### config.mk
export PLATFORM = sky130hd
export DESIGN_NAME = traffic_conflict_monitor
export DESIGN_NICKNAME = d
export VERILOG_FILES = /design/src/rtl/traffic_conflict_monitor.sv
export SDC_FILE = /design/constraint.sdc
export NUM_CORES = 1
export LEC_CHECK = 0
export BUFFER_PORTS_ARGS = -buffer_cell sky130_fd_sc_hd__buf_2
export CORE_UTILIZATION = 40
export CTS_BUF_LIST = sky130_fd_sc_hd__clkbuf_2 sky130_fd_sc_hd__clkbuf_4 sky130_fd_sc_hd__clkbuf_8
export DETAILED_ROUTE_END_ITERATION = 7
export RECOVER_POWER = 50
export SKIP_CTS_REPAIR_TIMING = 1
export SYNTH_ARGS = -nofsm -noshare
export SYNTH_HDL_FRONTEND = slang
export SYNTH_SLANG_ARGS = --single-unit
export TNS_END_PERCENT = 5
### constraint.sdc
create_clock -name clk -period 4 [get_ports clk]
set_input_delay 1.2 -clock clk [delete_from_list [all_inputs] [get_ports clk]]
set_output_delay 1.2 -clock clk [all_outputs]
set_load 0.01 [all_outputs]
### src/rtl/traffic_conflict_monitor.sv
// Safety stage between the traffic light controller and the lamp drivers: passes legal
// lamp states through one register, latches a fault code and flashes red/red on violations.
module traffic_conflict_monitor #(
  parameter int unsigned CLOCK_FREQ_HZ     = 50_000_000,
  parameter int unsigned MIN_YELLOW_S      = 1,
  parameter int unsigned FLASH_HALF_CYCLES = 25_000_000
) (
  input  logic       clk,
  input  logic       rst,
  input  logic       ns_red_in,
  input  logic       ns_yellow_in,
  input  logic       ns_green_in,
  input  logic       ew_red_in,
  input  logic       ew_yellow_in,
  input  logic       ew_green_in,
  input  logic       fault_clear,
  output logic       ns_red,
  output logic       ns_yellow,
  output logic       ns_green,
  output logic       ew_red,
  output logic       ew_yellow,
  output logic       ew_green,
  output logic       fault,
  output logic [2:0] fault_code
);

  localparam int unsigned MIN_YELLOW_CYCLES = CLOCK_FREQ_HZ * MIN_YELLOW_S;
  localparam int unsigned YW = $clog2(MIN_YELLOW_CYCLES + 1);
  localparam int unsigned FW = (FLASH_HALF_CYCLES > 1) ? $clog2(FLASH_HALF_CYCLES) : 1;

  localparam logic [YW-1:0] MinYellow = YW'(MIN_YELLOW_CYCLES);
  localparam logic [FW-1:0] FlashLast = FW'(FLASH_HALF_CYCLES - 1);

  // Lamp vectors are {red, yellow, green}.
  localparam logic [2:0] LampRed    = 3'b100;
  localparam logic [2:0] LampYellow = 3'b010;
  localparam logic [2:0] LampGreen  = 3'b001;
  localparam logic [2:0] LampOff    = 3'b000;

  typedef enum logic {StMonitor, StFault} state_e;

  state_e          state_q, state_d;
  logic [2:0]      ns_prev_q, ns_prev_d, ew_prev_q, ew_prev_d;
  logic [2:0]      ns_out_q, ns_out_d, ew_out_q, ew_out_d;
  logic [YW-1:0]   ns_ycnt_q, ns_ycnt_d, ew_ycnt_q, ew_ycnt_d;
  logic [FW-1:0]   flash_cnt_q, flash_cnt_d;
  logic            flash_on_q, flash_on_d;
  logic [2:0]      code_q, code_d;

  logic [2:0]      ns_in, ew_in;
  logic            conflict, malformed, bad_seq, short_yellow, clear_ok;
  logic [2:0]      viol_code;

  assign ns_in = {ns_red_in, ns_yellow_in, ns_green_in};
  assign ew_in = {ew_red_in, ew_yellow_in, ew_green_in};

  function automatic logic one_lamp(input logic [2:0] l);
    return (l == LampRed) || (l == LampYellow) || (l == LampGreen);
  endfunction

  function automatic logic legal_step(input logic [2:0] prev, input logic [2:0] cur);
    return (cur == prev) ||
           ((prev == LampRed)    && (cur == LampGreen))  ||
           ((prev == LampGreen)  && (cur == LampYellow)) ||
           ((prev == LampYellow) && (cur == LampRed));
  endfunction

  function automatic logic yellow_short(input logic [2:0] prev, input logic [2:0] cur,
                                        input logic [YW-1:0] cnt);
    return (prev == LampYellow) && (cur == LampRed) && (cnt < MinYellow);
  endfunction

  always_comb begin
    conflict     = (ns_yellow_in | ns_green_in) & (ew_yellow_in | ew_green_in);
    malformed    = !one_lamp(ns_in) || !one_lamp(ew_in);
    bad_seq      = !legal_step(ns_prev_q, ns_in) || !legal_step(ew_prev_q, ew_in);
    short_yellow = yellow_short(ns_prev_q, ns_in, ns_ycnt_q) ||
                   yellow_short(ew_prev_q, ew_in, ew_ycnt_q);
    clear_ok     = fault_clear && (ns_in == LampRed) && (ew_in == LampRed);
    viol_code = 3'd0;
    if (conflict)          viol_code = 3'd1;
    else if (malformed)    viol_code = 3'd2;
    else if (bad_seq)      viol_code = 3'd3;
    else if (short_yellow) viol_code = 3'd4;
  end

  always_comb begin
    state_d     = state_q;
    ns_prev_d   = ns_prev_q;
    ew_prev_d   = ew_prev_q;
    ns_out_d    = ns_out_q;
    ew_out_d    = ew_out_q;
    flash_cnt_d = flash_cnt_q;
    flash_on_d  = flash_on_q;
    code_d      = code_q;
    // Yellow run length, saturating; zero whenever the yellow lamp is off.
    ns_ycnt_d = ns_yellow_in ? ((ns_ycnt_q == MinYellow) ? ns_ycnt_q : ns_ycnt_q + 1'b1) : '0;
    ew_ycnt_d = ew_yellow_in ? ((ew_ycnt_q == MinYellow) ? ew_ycnt_q : ew_ycnt_q + 1'b1) : '0;

    unique case (state_q)
      StMonitor: begin
        if (viol_code != 3'd0) begin
          state_d     = StFault;
          code_d      = viol_code;
          ns_out_d    = LampRed;
          ew_out_d    = LampRed;
          flash_cnt_d = '0;
          flash_on_d  = 1'b1;
        end else begin
          ns_out_d  = ns_in;
          ew_out_d  = ew_in;
          ns_prev_d = ns_in;
          ew_prev_d = ew_in;
        end
      end
      StFault: begin
        if (clear_ok) begin
          state_d   = StMonitor;
          code_d    = 3'd0;
          ns_out_d  = LampRed;
          ew_out_d  = LampRed;
          ns_prev_d = LampRed;
          ew_prev_d = LampRed;
          ns_ycnt_d = '0;
          ew_ycnt_d = '0;
        end else begin
          if (flash_cnt_q == FlashLast) begin
            flash_cnt_d = '0;
            flash_on_d  = ~flash_on_q;
          end else begin
            flash_cnt_d = flash_cnt_q + 1'b1;
          end
          ns_out_d = flash_on_d ? LampRed : LampOff;
          ew_out_d = flash_on_d ? LampRed : LampOff;
        end
      end
      default: state_d = StMonitor;
    endcase
  end

  always_ff @(posedge clk or posedge rst) begin
    if (rst) begin
      state_q     <= StMonitor;
      ns_prev_q   <= LampRed;
      ew_prev_q   <= LampRed;
      ns_out_q    <= LampRed;
      ew_out_q    <= LampRed;
      ns_ycnt_q   <= '0;
      ew_ycnt_q   <= '0;
      flash_cnt_q <= '0;
      flash_on_q  <= 1'b1;
      code_q      <= 3'd0;
    end else begin
      state_q     <= state_d;
      ns_prev_q   <= ns_prev_d;
      ew_prev_q   <= ew_prev_d;
      ns_out_q    <= ns_out_d;
      ew_out_q    <= ew_out_d;
      ns_ycnt_q   <= ns_ycnt_d;
      ew_ycnt_q   <= ew_ycnt_d;
      flash_cnt_q <= flash_cnt_d;
      flash_on_q  <= flash_on_d;
      code_q      <= code_d;
    end
  end

  assign {ns_red, ns_yellow, ns_green} = ns_out_q;
  assign {ew_red, ew_yellow, ew_green} = ew_out_q;
  assign fault      = (state_q == StFault);
  assign fault_code = code_q;

endmodule
Yosys cells after proc, flatten, opt, wreduce, memory -nomap -nowiden
Cells that the tools add are included.
- $add $sub $neg: 3
- $mul: 0
- div/mod/pow operators: 0
- order comparisons: 2
- equality and inequality tests: 21
- shift operators: 0
- muxes and demuxes: 39
- bitwise gates (word level): 5
- reductions and logical operators: 31
- operators with widths (operator ; count):
    26-bit 2-to-1 mux ; 8
    25-bit 2-to-1 mux ; 3
    26-bit by 1-bit adder with 26-bit output, second input constant ; 2
    26-bit equality test, second input constant ; 2
    26-bit less-than comparator, second input constant ; 2
    25-bit one-hot mux with 2 select lines ; 1
    3-bit 2-to-1 mux ; 13
    3-bit one-hot mux with 2 select lines ; 5
    25-bit by 1-bit adder with 25-bit output, second input constant ; 1
    25-bit equality test, second input constant ; 1
    1-bit logical OR ; 13
    3-bit by 1-bit equality test with 1-bit output, second input constant ; 4
    3-bit by 2-bit equality test with 1-bit output, second input constant ; 4
    3-bit equality test, second input constant ; 4
    1-bit logical AND ; 10
    1-bit 2-to-1 mux ; 7
    3-bit equality test ; 2
    2-bit inequality test, second input constant ; 3
    2-bit AND reduction ; 3
    1-bit zero test ; 4
    1-bit one-hot mux with 2 select lines ; 2
    3-bit nonzero test ; 1
    2-bit by 1-bit inequality test with 1-bit output, second input constant ; 1
    1-bit inverter ; 2
    other kinds (2) ; 3
- register bits: 94
- bits in latches: 0
- memory bits (writable): 0
- bits in read-only memories: 0
- bits of input ports: 9
- memories: 0

Longest topological paths before layout
- depth in word-level cells: 13
- mapped depth: 9
- mapped depth without buffers: 8

Worst setup path after synthesis
OpenSTA, ideal clock, no wires.
- kind: input to register
- start: input ew_green_in
- end: register flash_cnt_q[0]
- library setup time: 138 ps
- data arrival time: 2667 ps
- slack: 1195 ps
- cell stages on the path: 9
- path buffers: 3
- path through: clkbuf_1 -> nor3b_2 -> and4b_1 -> o211ai_1 -> and4_4 -> buf_6 -> a21boi_4 -> buf_6 -> mux2i_1
- cells in the longest elaborated chain, start to end: 13
- ends and longest elaborated chain (what ; line ; RTL):
    start: declaration ; 15 ; input logic ew_green_in,
    3-bit by 1-bit equality test with 1-bit output ; 58, 63 ;
    1-bit logical AND ; 63 ; ((prev == LampRed) && (cur == LampGreen)) ||
    1-bit logical OR ; 62 ; return (cur == prev) ||
    1-bit logical OR ; 63 ;
    1-bit logical OR ; 64 ; ((prev == LampGreen) && (cur == LampYellow)) ||
    1-bit zero test ; 76 ; bad_seq = !legal_step(ns_prev_q, ns_in) || !legal_step(ew_prev_q, ew_in);
    1-bit logical OR ; 76 ;
    3-bit 2-to-1 mux ; 83 ; else if (bad_seq) viol_code = 3'd3;
    3-bit 2-to-1 mux ; 82 ; else if (malformed) viol_code = 3'd2;
    3-bit 2-to-1 mux ; 81 ; if (conflict) viol_code = 3'd1;
    3-bit nonzero test ; 102 ; if (viol_code != 3'd0) begin
    2-bit inequality test (no source line) ; -- ;
    2-bit AND reduction (no source line) (*) ; -- ;
    end signal: assignment ; 161 ; flash_cnt_q <= flash_cnt_d;
    end: declaration ; 46 ; logic [FW-1:0] flash_cnt_q, flash_cnt_d;
Mark *: on every way between the ends. The rest lies on a longest branch, timed or not.
A chain may end at the register's enable or synchronous reset.

==> results.toml <==
[outcome]
outcome = "finished with violations"
violations = "capacitance limit, slew limit"

[cells_and_area]
fillers = 1279
drive_above_1_share_pct = 10.7
multiInputGateArea_mm2 = 0.00279
register_area_mm2 = 0.00236
post-route-util_pct = 45.1
area_growth_pct = 8.02
fin_nets = 578

[placed_design]
place.gp.congestion = 0.855
post-dp-hpwl_um = 7960
port_buffers = 18

[hold_path]
min_path_cells = 1
hold_class = "reg -> reg"

[detailed_routing]
drtPass1Iterations = 4
via_per_inst = 5.58
wl_per_cell_um = 16.0
vias = 4141
first_iter_violations = 296
ant_nets = 0
wl_um = 11900
drc = 0

[critical_path]
crit_buf_inv = 3
criticalPathCategory = "in -> async"
start_kind = "primary input"
path_delay_family = "buffers and inverters"
critPathCaptureType = "asynchronous set/reset pin"
crit_cells = 3
r2r_cells = 8
cpMaxStageDelayCell = "clkbuf_2"
worstPathArrival_ns = 3.06
path_max_fanout = 94
critPathRequiredTime_ns = 4.01
cpPeakStageDelay_ns = 1.63
path_cells = "buf_2 > clkinvlp_2 > clkbuf_2"

[timing]
drv_slew = 95
fmax_ghz = 0.329
worst_pin_slew_ns = 2.34
relSlewSlack_pct = -55.7
finalCritPeriodShare_pct = 76.1
fin_crit_ns = 3.04
fin_setup_tns_ns = 0
whs_ns = 0.509
finalSetupViolations = 0
finalHoldViolCount = 0
grt_setup_unrepaired = "no"
fin_skew_ns = 0.0126

[synth]
synth.avg_cell_area_um2 = 9.67
async_reset_ff_share_pct = 100
synth_compound_area_share_pct = 12.3
dominantRegCellSynth = "dfrtp_1"
netlist_top_cells_count = "dfrtp_1 (89), and2_1 (42), xnor2_1 (39)"
synth_seq_area_share_pct = 44.1
synth-adder-area-share_pct = 1.17
synth_top_area_cell = "dfrtp_1"
ys_warn_count = 0
synth_xor_area_share_pct = 8.51
synth_most_common_cell = "dfrtp_1"
synth_seq_cells = 94
synthCells = 553
synth_top_area_share_pct = 41.6
synthTopCellsByArea = "dfrtp_1 (42%), xnor2_1 (6.4%), and2_1 (4.9%)"
synth_enable_flop_cells = 0
synth_top_family_by_area = "simple AND/OR/NAND/NOR gates"
synthSimpleGateAreaFrac_pct = 29.7
synth.distinct_cells = 62
netlist_area_mm2 = 0.00535
synth_fp_nets = 567
synth.area.mux_share_pct = 0.561

[floorplanning]
die_y_um = 118
initial_core_util_pct = 41.7
rows = 41
dieArea_mm2 = 0.0138
ios = 19
core_mm2 = 0.0128
dieWidth_um = 118

[pwr]
p_sw_uw = 530
comb_power_share_pct = 10.4
ir_worst_vdd_mv = 0.212
seqPwrFrac_pct = 54.6
switching_share_pct = 27.2
power_density_mw_per_mm2 = 337
p_int_mw = 1.42
power_frac_clock_pct = 35.0
total_leakage_power_nw = 2.44

[global_routing]
grt_usage_pct = 18.3
antenna_found_initial = 1
grt_max_degree = 95
grt_pass1_wl_um = 20500
grt_pass1_vias = 4068
grt-ovfl-total = 0

[clocking]
cts-root-buf = "clkbuf_8"
clk_pin_slew_ns = 0.09
insertion_delay_ns = 0.38
clock_path_buffers = 2
cts_buffers = 9
htree_levels = 3
clock_sinks = 94
cts_tree = "built"

[run]
drv_cap = 1
[path summary, 6_finish.rpt]
kind,startpoint,to,slack (ns)
worst max register to register,flash_cnt_q[1]$_DFFE_PP0P_,flash_cnt_q[15]$_DFFE_PP0P_,1.55
min in group asynchronous,rst,ns_out_q[1]$_DFF_PP0_,1.67
worst min register to register,flash_cnt_q[19]$_DFFE_PP0P_,flash_cnt_q[19]$_DFFE_PP0P_,0.51
max in group clk,ns_yellow_in,flash_cnt_q[0]$_DFFE_PP0P_,1.03
worst max-delay path,rst,flash_cnt_q[8]$_DFFE_PP0P_,0.96
worst min-delay path,flash_cnt_q[19]$_DFFE_PP0P_,flash_cnt_q[19]$_DFFE_PP0P_,0.51
[layout make-up]
| cell class | count | area share [%] |
|---|---|---|
| inverters | 22 | 1.45 |
| multi-input cells | 415 | 48.3 |
| repair buffers | 22 | 2.04 |
| clock inverters | 3 | 0.736 |
| well taps | 172 | 3.72 |
| clock buffers | 13 | 2.88 |
| flip-flops and latches | 94 | 40.8 |
| diodes | 1 | 0.0433 |
[logic make-up after synthesis]
kind of cell	count (synthesis)
AND/OR/NAND/NOR	259
AO/OA/AOI/OAI	96
flip-flops	94
XOR/XNOR	52
buffers and inverters	44
adder cells (fa/ha/maj)	5
multiplexers	3
[layout by cell type, fill, tap and decap left out, drive strengths merged, types with 4 or more instances in the layout]
| master | n |
|---|---|
| dfrtp | 89 |
| and2 | 42 |
| xnor2 | 39 |
| nand2 | 39 |
| nand3 | 29 |
| o21ai | 28 |
| nor2 | 22 |
| nand4 | 22 |
| inv | 21 |
| buf | 21 |
| nor3 | 19 |
| and4 | 14 |
| clkbuf | 14 |
| xor2 | 13 |
| and3 | 12 |
| nor4 | 12 |
| nor2b | 11 |
| a31oi | 11 |
| a21oi | 11 |
| or3 | 10 |
| nor4bb | 8 |
| a21boi | 8 |
| a21o | 7 |
| nor3b | 6 |
| a41oi | 6 |
| nor4b | 5 |
| ha | 5 |
| dfstp | 5 |
| o21a | 4 |
| o211ai | 4 |
[worst register-to-register path, stage by stage, from the launching register on]
cell	delay, ns
dfrtp_1	0.43
ha_1	0.24
and4_1	0.35
nand4_1	0.17
nor2_1	0.52
nor3_1	0.09
buf_4	0.21
a21o_1	0.17
o22a_1	0.16
[per-layer routing]
| layer | up-vias | wire length [um] | GRT usage, % |
|---|---|---|---|
| met1 | 2030 | 5410 | 23.4 |
| met2 | 67 | 5740 | 29.7 |
| met4 | 0 | 290 | 8.81 |
| met3 | 22 | 407 | 3.34 |
| met5 | - | 0 | 0 |
| li1 | 2022 | - | - |
[stage by stage]
| step | cells | instance area (um^2) | worst slack, ns | total power, mW |
|---|---|---|---|---|
| final | 742 | 5780 | 0.957 | 1.95 |
| after global routing | 741 | 5780 | 0.475 | 2.05 |
| after CTS | 741 | 5790 | 1.03 | 1.97 |
| after detailed placement | 725 | 5580 | 0.613 | 1.29 |
| after global placement | 725 | 5580 | 0.684 | 1.28 |
| after floorplan | 553 | 5350 | 0.360 | 1.22 |
[flip-flops by register name, indices dropped and copies added (netlist names)]
| name | count |
|---|---|
| ns_ycnt_q | 26 |
| ew_prev_q | 3 |
| ns_out_q | 3 |
| flash_cnt_q | 25 |
| ew_out_q | 3 |
| fault_code | 3 |
| fault | 1 |
| ew_ycnt_q | 26 |
| flash_on_q | 1 |
| ns_prev_q | 3 |
[power groups by stage]
stage | Clock, mW | Combinational [mW] | Sequential (mW)
2_1_floorplan | 0 | 0.159 | 1.06
3_3_place_gp | 0 | 0.201 | 1.08
3_5_place_dp | 0 | 0.207 | 1.08
4_1_cts | 0.705 | 0.208 | 1.06
5_1_grt | 0.743 | 0.234 | 1.07
6_report | 0.682 | 0.203 | 1.06
No activity file was read; power rests on OpenSTA's default activity.
